===== src/rtl/serializer_n_to_1_lanes.sv =====
// Multi-lane N:1 serializer: one valid/ready word per lane set, shifted out one bit per clock on every lane.
// Underruns insert IDLE_WORD and are counted; dropping enable finishes the current word before going idle.
module serializer_n_to_1_lanes #(
    parameter int          DATA_WIDTH = 10,
    parameter int          LANES      = 3,
    parameter bit          MSB_FIRST  = 1'b0,
    parameter logic [31:0] IDLE_WORD  = 32'b1101010100,
    parameter int          CNT_WIDTH  = 16
) (
    input  logic                          serial_clk,
    input  logic                          reset,
    input  logic                          enable,
    input  logic                          s_valid,
    output logic                          s_ready,
    input  logic [LANES*DATA_WIDTH-1:0]   s_data,
    output logic [LANES-1:0]              serial_data_out,
    output logic                          word_start,
    output logic                          busy,
    output logic [CNT_WIDTH-1:0]          underrun_cnt
);

    localparam int BIT_CNT_W = $clog2(DATA_WIDTH);
    localparam logic [BIT_CNT_W-1:0] LAST_BIT = BIT_CNT_W'(DATA_WIDTH - 1);
    localparam logic [DATA_WIDTH-1:0] IDLE_W = IDLE_WORD[DATA_WIDTH-1:0];

    typedef enum logic {
        IDLE,
        RUN
    } state_t;

    state_t                               state;
    logic [BIT_CNT_W-1:0]                 cnt;
    logic [LANES*DATA_WIDTH-1:0]          hold;
    logic                                 hold_valid;
    logic [LANES-1:0][DATA_WIDTH-1:0]     shifter;

    logic boundary;
    logic word_edge;
    logic load_from_hold;
    logic accept;

    // A new word enters the shifters either on start-up or on a running word boundary.
    assign boundary       = (state == RUN) && (cnt == LAST_BIT);
    assign word_edge      = ((state == IDLE) && enable) || (boundary && enable);
    assign load_from_hold = word_edge && hold_valid;
    assign s_ready        = !hold_valid || load_from_hold;
    assign accept         = s_valid && s_ready;
    assign word_start     = busy && (cnt == '0);

    always_comb begin
        serial_data_out = '0;
        for (int k = 0; k < LANES; k++) begin
            serial_data_out[k] = MSB_FIRST ? shifter[k][DATA_WIDTH-1] : shifter[k][0];
        end
    end

    always_ff @(posedge serial_clk) begin
        if (reset) begin
            state        <= IDLE;
            busy         <= 1'b0;
            cnt          <= '0;
            shifter      <= '0;
            hold         <= '0;
            hold_valid   <= 1'b0;
            underrun_cnt <= '0;
        end else begin
            // Accepting and draining on the same edge keeps hold full for back-to-back words.
            if (accept) begin
                hold       <= s_data;
                hold_valid <= 1'b1;
            end else if (load_from_hold) begin
                hold_valid <= 1'b0;
            end

            if (state == IDLE) begin
                cnt <= '0;
                if (enable) begin
                    state   <= RUN;
                    busy    <= 1'b1;
                    shifter <= hold_valid ? hold : {LANES{IDLE_W}};
                end
            end else if (!boundary) begin
                cnt <= cnt + 1'b1;
                for (int k = 0; k < LANES; k++) begin
                    shifter[k] <= MSB_FIRST ? {shifter[k][DATA_WIDTH-2:0], 1'b0}
                                            : {1'b0, shifter[k][DATA_WIDTH-1:1]};
                end
            end else begin
                cnt <= '0;
                if (!enable) begin
                    state   <= IDLE;
                    busy    <= 1'b0;
                    shifter <= '0;
                end else if (hold_valid) begin
                    shifter <= hold;
                end else begin
                    shifter <= {LANES{IDLE_W}};
                    if (underrun_cnt != '1) begin
                        underrun_cnt <= underrun_cnt + 1'b1;
                    end
                end
            end
        end
    end

endmodule

===== config.mk =====
export PLATFORM = sky130hd
export DESIGN_NAME = serializer_n_to_1_lanes
export DESIGN_NICKNAME = d
export VERILOG_FILES = /design/src/rtl/serializer_n_to_1_lanes.sv
export SDC_FILE = /design/constraint.sdc
export NUM_CORES = 1
export LEC_CHECK = 0
export CAP_MARGIN = 20
export CORE_MARGIN = 3
export CORE_UTILIZATION = 45
export DETAILED_ROUTE_END_ITERATION = 6
export PLACE_DENSITY = 0.69
export SLEW_MARGIN = 20
export SYNTH_ARGS = -nofsm -noshare
export SYNTH_HDL_FRONTEND = slang
export SYNTH_SLANG_ARGS = --single-unit

===== constraint.sdc =====
create_clock -name serial_clk -period 3.41 [get_ports serial_clk]
set_input_delay 0.5115 -clock serial_clk [delete_from_list [all_inputs] [get_ports serial_clk]]
set_output_delay 0.5115 -clock serial_clk [all_outputs]
set_load 0.02 [all_outputs]

Yosys cells after proc, flatten, opt, wreduce, memory -nomap -nowiden

Cells that the tools add are included.

Output and inout port bits: 22
Bits in latches: 0
Flip-flop bits (word level): 83
Input port bits: 34
Bits in writable memories: 0
Memory bits (read-only): 0
Memories: 0

Shift-type cells: 0
Magnitude comparators: 0
Multipliers: 0
Reductions and logical operators: 15
Bitwise operators: 2
$add $sub $neg: 2
Div/mod/pow operators: 0
Muxes and demuxes: 14
Eq/ne operators: 4

Operators by type and width:

| operator                                      | number |
|---|---|
| 2-to-1 mux 30 bit                             | 5 |
| adder 16 x 1 -> 16 bit, second input constant | 1 |
| != test 16 bit, second input constant         | 1 |
| 2-to-1 mux 1 bit                              | 9 |
| logical AND 1 bit                             | 6 |
| AND reduction 5 bit                           | 1 |
| adder 4 x 1 -> 4 bit, second input constant   | 1 |
| == test 4 bit, second input constant          | 1 |
| zero test 4 bit                               | 1 |
| nonzero test 2 bit                            | 2 |
| AND reduction 3 bit                           | 1 |
| OR reduction 3 bit                            | 1 |
| logical OR 1 bit                              | 2 |
| != test 2 x 1 -> 1 bit, second input constant | 1 |
| != test 2 bit, second input constant          | 1 |
| inverter 1 bit                                | 2 |
| zero test 1 bit                               | 1 |

Longest topological paths before layout

Gate-level depths: netlist of the first run.

Depth after elaboration: 8
Depth in mapped cells: 8

Worst setup path after synthesis of the first run

OpenSTA, ideal clock, no wires.

Path type: reg2out
Start: reg cnt[0]
End: out s_ready
Path slack: 1.314 ns
Data required time: 2.898 ns
Buffers on the path: 1
Arrival time: 1.584 ns
Stages on the path, launching flop included: 6
Cells stage by stage: dfxtp_1 -> ha_1 -> nand3b_1 -> and2_1 -> clkbuf_1 -> o21ai_0

Word-level cells in the longest chain between the ends: 6

Ends and longest elaborated chain:

| item                   | line | RTL |
|---|---|---|
| start, declared        | 32   | `logic [BIT_CNT_W-1:0] cnt;` |
| start signal, assigned | 83   | `cnt <= cnt + 1'b1;` |
| == test 4 bit          | 43   | `assign boundary = (state == RUN) && (cnt == LAST_BIT);` |
| logical AND 1 bit      | 43   |  |
| logical AND 1 bit      | 44   | `assign word_edge = ((state == IDLE) && enable) \|\| (boundary && enable);` |
| logical OR 1 bit       | 44   |  |
| logical AND 1 bit      | 45   | `assign load_from_hold = word_edge && hold_valid;` |
| logical OR 1 bit       | 46   | `assign s_ready = !hold_valid \|\| load_from_hold;` |
| end, declared          | 14   | `output logic s_ready,` |

No other way between the ends.

Worst setup path after layout of the first run

Same ends and word-level chain as after synthesis.

==> impl_metrics.csv, run 1 <==
group,metric,value,unit
yosys,ys_seq_area_share,46.1,%
global_routing,grt_max_degree,60,
yosys,yosysMostFrequentCell,"dfxtp_1",
clocking,post_cts_buffers,0,
die,rows,32,
routing,ant_nets,0,
setup_path,path_class,"flop to primary output",
routing,drt_first_pass_iters,4,
setup_path,cp-start-kind,"flop",
yosys,netlist.top_cell.by_area,"dfxtp_1",
pwr,p_seq_share,51.4,%
setup_path,endpoint_kind,"primary output",
global_routing,antenna_found_initial,0,
setup_path,critPathMaxStageDelay,650,ps
placement,place_ws,766,ps
pwr,power.leakage,0.00163,uW
pwr,powerDensity,468,nW/um2
cells_and_area,num_antenna_cells,0,
sta,max_slew_margin,40.5,%
setup_path,cp.buffers_inverters,1,
sta,finalCriticalPeriod,2690,ps
placement,gp_congestion,0.810,
routing,via_count,3133,
yosys,netlist_area,3610,um2
sta,rsz0062_at_grt,"false",
yosys,synth.distinct_cells,43,
global_routing,overflow,0,
pwr,combinationalPowerShare,11.6,%
die,start_util,46.4,%
sta,drv_slew,0,
cells_and_area,drive_above_1_share,7.13,%
routing,drt_iter0_drc,136,
setup_path,worstPathRequired,2900,ps
global_routing,grt_pass1_wl,13500,um
global_routing,grt_usage,18.7,%
clocking,cts_tree,"built",
setup_path,worstPathArrival,2180,ps
die,ioPinCount,56,
yosys,postSynth.asyncResetShare,0,%
clocking,clk_pin_slew,90,ps
die,core,7770,um2
yosys,ys_top_cells_by_count,"dfxtp_1 (83), nand2_1 (70), nor2_1 (34)",
status,status,"completed",
global_routing,first_global_vias,2948,
yosys,yosysWarnings,0,
min_path,worstHoldPathType,"flop to flop",
setup_path,cp_max_fo,5,
sta,skew,7.04,ps
clocking,numCtsBuffers,9,
sta,fin_tns_setup,0,ps
pwr,pwr-share-clk,37.1,%
routing,viasPerCell,5.55,
clocking,ctsResizeCount,0,
cells_and_area,areaGrowthSynthToFinish,22.1,%
placement,dpl.cell_count,549,
die,die_w,95.5,um
clocking,cts_max_level,3,
routing,routedWlPerCell,14.0,um
clocking,clk_path_buf_depth,2,
pwr,netSwitchingFraction,24.9,%
die,die_y,95.5,um
yosys,synth_enable_flop_cells,0,
pwr,p_int,1550,uW
yosys,ys.flop_type,"dfxtp_1",
die,die_area,9120,um2
pwr,net-switching-power,513,uW
yosys,syn_avg_cell_area,8.61,um2
placement,portBuffers,55,
sta,hold_violations,0,
cells_and_area,stdcell_count,565,
job,max-cap-violations,0,
yosys,ys_seq_elements,83,
pwr,ir_worst_vdd,0.000263,V
clocking,cts_hold_buf,0,
setup_path,cp_slowest_cell,"clkdlybuf4s50_1",
routing,drc_errors,0,
sta,setup_slack,716,ps
sta,clock.fmax,371,MHz
routing,wirelength,7930,um
clocking,clkSinkCount,83,
clocking,cts.root.buffer_cell,"clkbuf_8",
setup_path,critical_path.cell_chain,"ha_1 -> nand3b_1 -> and2_1 -> o21ai_0 -> clkdlybuf4s50_1",
cells_and_area,fin_area,4400,um2
sta,period_share,79.0,%
clocking,clk_latency,350,ps
cells_and_area,final_nets,496,
placement,hpwl,5150,um
yosys,yosys-top-cells-area,"dfxtp_1 (46%), mux2i_1 (8.6%), nand2_1 (7.3%), a21oi_1 (3.9%), a221oi_1 (3.6%)",
sta,setup_viol,0,
yosys,syn_nets,457,
setup_path,worst_path_dominant_cell_family,"buffers and inverters",
placement,placed_cell_area,4190,um2
yosys,synth_top_area_share,46.1,%
sta,worst_pin_slew,892,ps
yosys,synth_cells,419,
-- sequential cells by signal, summed over array words and instances, names as in the netlist --
signal,count
serial_data_out,3
cnt,4
hold_valid,1
hold,30
shifter,27
state,1
underrun_cnt,16
busy,1
-- worst reg2reg max path, cell delays in order (launching register included) --
cell and delay [ps]:
dfxtp_1 410, ha_1 240, nand4b_1 160, or4b_1 680
nor4_1 230, mux2_2 360
-- per-layer routing --
metal	part of all wire (%)	vias up	GRT usage, %
li1	-	1572	-
met5	0	-	0
met2	48	68	31.4
met1	46	1483	23.8
met4	1.3	0	6.28
met3	4.7	10	4.10
-- through the flow --
step           power (uW)  utilization, %  hold WS (ps)
3_3_place_gp         1310            53.9           442
2_1_floorplan        1230               -           430
4_1_cts              2080            56.7           461
6_report             2060            56.7           459
3_5_place_dp         1320            53.9           450
5_1_grt              2160            56.7           476
-- final cells by class --
cell class,instances,area (um2)
Multi-Input combinational cell,292,1760
Timing Repair Buffer,62,598
Clock buffer,9,124
Tap cell,102,128
Sequential cell,83,1660
Fill cell,721,3370
Inverter,10,37.5
Clock inverter,7,91.3
-- worst paths after layout --
check             cells past startpoint          endpoint      from  slack (ps)
setup / recovery                      5           s_ready    cnt[0]         720
hold / removal                        2          hold[28]  hold[28]         460
setup reg to reg                      5  underrun_cnt[13]    cnt[0]        1220
hold reg to reg                       2          hold[28]  hold[28]         460
-- logic make-up (layout without fill, tap and decap cells) --
family	Yosys count	count (layout)	share of synthesized area, %
xor gates and xnor gates	2	2	0.486
AOI/OAI and AO/OA	90	90	16.4
buffers and inverters	44	88	5.17
adders and majority gates	4	4	1.39
and+or+nand+nor	164	164	21.6
muxes	32	32	8.92
DFF	83	83	46.1
-- power groups by stage --
stage / registers [uW] / logic, uW / clock network [uW]
after floorplan: 1070 / 162 / 0
after global placement: 1080 / 235 / 0
after detailed placement: 1080 / 240 / 0
after CTS: 1060 / 241 / 781
after global routing: 1070 / 267 / 825
final: 1060 / 238 / 764
-- cells in the final DEF, fill, tap and decap left out, drive strengths merged, types with 2 or more instances in the layout --
master,Yosys,layout
a211oi,13,13
a21oi,28,28
a221oi,15,15
a22oi,3,3
and3,2,2
buf,9,8
bufinv,0,2
clkbuf,25,9
clkdlybuf4s50,0,54
clkinv,0,3
dfxtp,83,83
ha,4,4
inv,10,11
mux2i,31,31
nand2,70,70
nand2b,4,4
nand3,4,4
nand4,4,4
nand4b,2,2
nor2,34,34
nor2b,2,2
nor3,20,20
nor4,2,2
o21ai,15,15
o31ai,9,9
o41ai,2,2
or3,4,4
or4,9,9
Note: power is estimated with default switching activity, not from simulation.
==> inputs of run 2 (changes only) <==
clock period = 2.7 ns   (was 3.41 ns; I/O delays follow)
==> run 2 against run 1 <==
Effect of this change: combinational power up 28%; utilization rose by 0.35 points; first-iteration DRC count grew 32%; die area is the same; sequential power is 26% higher; clock skew grew 0.73 ps; non-clock buffer count stayed put; power grew 29%; highest routed layer unchanged.
==> impl_metrics.csv, run 2 (synthesis gave the netlist of run 1 again) <==
group,metric,value,unit
die,ioPinCount,56,
sta,worst_pin_slew,611,ps
clocking,clk_pin_slew,80,ps
placement,gp_congestion,0.810,
clocking,clkSinkCount,83,
pwr,p_seq_share,50.4,%
global_routing,grt_usage,18.2,%
routing,drc_errors,0,
die,core,7770,um2
routing,via_count,3135,
routing,routedWlPerCell,14.0,um
global_routing,antenna_found_initial,0,
status,status,"completed",
cells_and_area,reg.largest.list,"hold (30), shifter (27), underrun_cnt (16)",
cells_and_area,layout_commonest_cell,"dfxtp_1",
global_routing,grt_max_degree,64,
clocking,cts.root.buffer_cell,"clkbuf_8",
placement,placed_cell_area,4200,um2
setup_path,worstPathArrival,2450,ps
die,rows,32,
sta,fin_tns_setup,0,ps
routing,top_layer_used,"met4",
pwr,power.leakage,0.00164,uW
sta,clock.fmax,452,MHz
clocking,cts_max_level,3,
sta,setup_viol,0,
routing,met3WireLength,350,um
routing,ant_nets,0,
die,die_w,95.5,um
sta,skew,7.78,ps
sta,drv_slew,0,
setup_path,cp_max_fo,7,
cells_and_area,drive_above_1_share,6.70,%
sta,rsz0062_at_grt,"false",
clocking,cts_tree,"built",
cells_and_area,top_register,"hold",
global_routing,overflow,0,
die,die_area,9120,um2
pwr,pwr-share-clk,38.1,%
clocking,numCtsBuffers,9,
routing,viasPerCell,5.55,
clocking,clk_path_buf_depth,2,
pwr,combinationalPowerShare,11.5,%
pwr,ir_worst_vdd,0.000302,V
pwr,net-switching-power,637,uW
pwr,powerDensity,598,nW/um2
setup_path,worstPathRequired,2940,ps
sta,max_slew_margin,58.9,%
cells_and_area,fin_area,4430,um2
cells_and_area,final_nets,496,
die,die_y,95.5,um
setup_path,endpoint_kind,"flop",
min_path,worstHoldPathType,"primary input to flop",
routing,drt_first_pass_iters,4,
placement,hpwl,5090,um
setup_path,cp-start-kind,"flop",
placement,portBuffers,55,
sta,period_share,81.9,%
sta,hold_violations,0,
pwr,p_int,2010,uW
routing,wirelength,7900,um
job,max-cap-violations,0,
routing,drt_iter0_drc,179,
routing,wl_met1,3710,um
die,start_util,46.4,%
setup_path,path_class,"flop to flop",
clocking,clk_latency,350,ps
pwr,netSwitchingFraction,24.0,%
routing,wl_met2,3680,um
cells_and_area,num_antenna_cells,0,
cells_and_area,largest_reg_flops,30,
sta,finalCriticalPeriod,2210,ps
global_routing,first_global_vias,2766,
cells_and_area,layout_common_cells,"dfxtp_1 (83), nand2_1 (70), clkdlybuf4s50_1 (53), nor2_1 (33), mux2i_1 (31)",
cells_and_area,areaGrowthSynthToFinish,22.8,%
global_routing,grt_pass1_wl,13100,um
[run 2: cell types whose count changed in the layout (fill, tap and decap cells not counted), sizes merged]
cell           previous run  this run
clkinv                    3         0
clkdlybuf4s50            54        53
dlymetal6s2s              0         1
clkbuf                    9        13
clkinvlp                  1         0
[run 2: worst paths after layout]
path,endpoint,slack [ps],cells past startpoint,start
max,underrun_cnt[13],490,5,cnt[0]
min,underrun_cnt[7],380,4,reset
max reg2reg,underrun_cnt[13],490,5,cnt[0]
min reg2reg,hold[9],450,2,hold[9]
[run 2: critical path: stages, from the launching register on]
cell,delay (ps)
dfxtp_1,410
ha_1,240
nand4b_1,160
or4b_1,670
nor4_1,250
mux2_2,370
[run 2: metrics by stage]
step | hold slack (ps) | worst slack, ps | std cells | power (uW) | utilization (%)
floorplan | 430 | 624 | 419 | 1560 | -
global placement | 441 | 259 | 549 | 1660 | 54.1
detailed placement | 442 | 199 | 549 | 1670 | 54.1
CTS | 374 | 140 | 565 | 2670 | 57.0
global route | 391 | 360 | 565 | 2770 | 57.0
finish | 383 | 488 | 565 | 2650 | 57.0
[run 2: per-layer routing]
metal	vias up	track usage, %
li1	1576	-
met4	0	7.35
met5	-	0
met1	1476	24.5
met3	16	3.79
met2	67	28.4
[run 2: timing repair]
action	in CTS	in global routing
buffers inserted	0	0
hold buffers	0	0
resized for setup	0	1
setup endpoints to repair	0	1
[run 2: power groups by stage]
stage / Combinational [uW] / Clock, uW / Sequential (uW)
global route: 341 / 1080 / 1350
CTS: 307 / 1030 / 1340
global placement: 298 / 0 / 1360
floorplan: 204 / 0 / 1350
detailed placement: 305 / 0 / 1360
finish: 304 / 1010 / 1340
[run 2: cell type report]
| cell class | count | area [um2] |
|---|---|---|
| inverters | 10 | 37.5 |
| clock inverters | 3 | 68.8 |
| fillers | 706 | 3340 |
| clock buffers | 13 | 159 |
| repair buffers | 62 | 613 |
| flip-flops and latches | 83 | 1660 |
| well taps | 102 | 128 |
| multi-input cells | 292 | 1760 |
==> inputs of run 3 (changes only) <==
clock period = 2.1 ns   (was 2.7 ns; I/O delays follow)
==> run 3 against run 2 <==
Effect of this change: first-iteration DRC count down 31%; via count increased by 1.7%; global-route usage grew 1.2 points; power is 19% higher; setup slack worse by 400 ps; final area rose by 3.1%; critical path type unchanged; critical endpoint is now underrun_cnt[15]; largest power group unchanged; highest routed layer unchanged.
==> impl_metrics.csv, run 3 (synthesis gave the netlist of run 1 again) <==
group,metric,value,unit
cells_and_area,layout_common_cells,"dfxtp_1 (83), nand2_1 (70), clkdlybuf4s50_1 (52), nor2_1 (33), mux2i_1 (31)",
sta,rsz0062_at_grt,"true",
pwr,pwr-share-clk,31.9,%
pwr,powerDensity,689,nW/um2
sta,worst_hold_slack,393,ps
pwr,p_seq_share,54.4,%
clocking,clk_latency,350,ps
sta,setup_viol,0,
die,rows,32,
sta,setup_slack,88.5,ps
sta,finalCriticalPeriod,2010,ps
setup_path,rr_startpoint,"cnt[1]",
routing,drc_errors,0,
sta,worst_pin_slew,573,ps
cells_and_area,num_antenna_cells,0,
pwr,net-switching-power,824,uW
placement,portBuffers,55,
routing,drt_first_pass_iters,4,
placement,place_ws,-170,ps
die,start_util,46.4,%
sta,max_slew_margin,61.8,%
sta,clock.fmax,497,MHz
global_routing,grt_usage,19.4,%
setup_path,critPathMaxStageDelay,600,ps
cells_and_area,drive_above_1_share,12.0,%
die,ioPinCount,56,
sta,hold_violations,0,
global_routing,antenna_found_initial,0,
die,die_area,9120,um2
pwr,netSwitchingFraction,26.2,%
placement,hpwl,5620,um
setup_path,cp-startpoint,"cnt[1]",
die,core,7770,um2
min_path,worstHoldPathType,"primary input to flop",
clocking,clk_pin_slew,80,ps
routing,wirelength,8340,um
setup_path,cp-start-kind,"flop",
routing,viasPerCell,5.46,
routing,ant_nets,0,
cells_and_area,largest_reg_flops,30,
clocking,numCtsBuffers,9,
setup_path,endpoint_kind,"flop",
cells_and_area,layout_commonest_cell,"dfxtp_1",
setup_path,path_class,"flop to flop",
global_routing,overflow,0,
status,status,"completed",
sta,period_share,95.8,%
cells_and_area,top_register,"hold",
pwr,ir_worst_vdd,0.000340,V
cells_and_area,reg.largest.list,"hold (30), shifter (27), underrun_cnt (16)",
routing,via_count,3188,
routing,drt_iter0_drc,123,
setup_path,cp_max_fo,6,
setup_path,cp_slowest_cell,"or4b_4",
setup_path,cp.buffers_inverters,1,
min_path,min-delay-start,"reset",
sta,skew,7.80,ps
clocking,cts_tree,"built",
placement,gp_congestion,0.814,
routing,routedWlPerCell,14.3,um
die,die_w,95.5,um
sta,drv_slew,0,
setup_path,worstPathRequired,2390,ps
die,die_y,95.5,um
pwr,combinationalPowerShare,13.6,%
setup_path,worst_path_dominant_cell_family,"simple AND/OR/NAND/NOR gates",
global_routing,grt_pass1_wl,14000,um
clocking,cts_hold_buf,0,
cells_and_area,areaGrowthSynthToFinish,26.7,%
clocking,cts.root.buffer_cell,"clkbuf_8",
cells_and_area,multi_input_area,1780,um2
global_routing,grt_max_degree,53,
pwr,power.leakage,0.00172,uW
clocking,post_cts_buffers,0,
global_routing,first_global_vias,3057,
cells_and_area,fill_cells,711,
clocking,cts_max_level,3,
clocking,clkSinkCount,83,
clocking,clk_path_buf_depth,2,
cells_and_area,final_nets,516,
cells_and_area,seq_area,1660,um2
job,max-cap-violations,0,
setup_path,critical_path.cell_chain,"inv_1 -> ha_2 -> nand4b_1 -> or4b_4 -> or4_1 -> a21oi_2",
pwr,p_int,2320,uW
setup_path,worstPathArrival,2300,ps
[run 3: cell types whose count changed in the layout (fill, tap and decap cells not counted), moves of 2 or more]
cell and delta:
buf_4 +17, buf_12 +3, clkinv_2 +3, bufinv_16 -2, clkbuf_1 -2, clkinvlp_4 +2
[run 3: path summary, 6_finish.rpt]
kind                      endpoint  slack (ps)  cells after the start
setup / recovery  underrun_cnt[15]          90                      6
hold / removal            hold[24]         390                      4
setup reg to reg  underrun_cnt[15]          90                      6
hold reg to reg            hold[8]         460                      2
[run 3: power by group through the flow]
stage          Combinational [uW]  Clock [uW]  Sequential, uW
2_1_floorplan                 263           0            1740
6_report                      429        1000            1710
4_1_cts                       434        1030            1710
3_3_place_gp                  423           0            1750
3_5_place_dp                  434           0            1750
5_1_grt                       478        1090            1730
[run 3: per-layer routing]
metal / wire, um / track usage [%] / vias up
met2: 3910 / 31.5 / 60
li1: - / - / 1609
met5: 0 / 0 / -
met4: 155 / 8.65 / 0
met3: 341 / 3.08 / 10
met1: 3940 / 25.5 / 1509
[run 3: worst min-delay path, cell delays in order]
cell and delay, ps:
buf_2 90, inv_2 130, nand2_1 100, mux2i_1 50
[run 3: per-stage QoR]
step           cells  setup TNS, ps  utilization (%)  power (uW)  cell area, um2
2_1_floorplan    419              0                -        2000            3610
3_3_place_gp     569           -178             56.5        2170            4390
3_5_place_dp     569           -597             56.5        2180            4390
4_1_cts          584              0             58.7        3180            4560
5_1_grt          584          -14.6             58.8        3300            4570
6_report         584              0             58.8        3150            4570
[run 3: layout make-up]
| type | instances | area share [%] |
|---|---|---|
| Timing Repair Buffer | 82 | 17.3 |
| Sequential cell | 83 | 36.4 |
| Clock buffer | 10 | 3.01 |
| Clock inverter | 5 | 0.657 |
| Inverter | 10 | 0.822 |
| Tap cell | 102 | 2.79 |
| Multi-Input combinational cell | 292 | 39.0 |
[run 3: timing repair]
action,CTS,global route
resized for setup,6,6
pin swaps,0,3
setup endpoints to repair,3,8
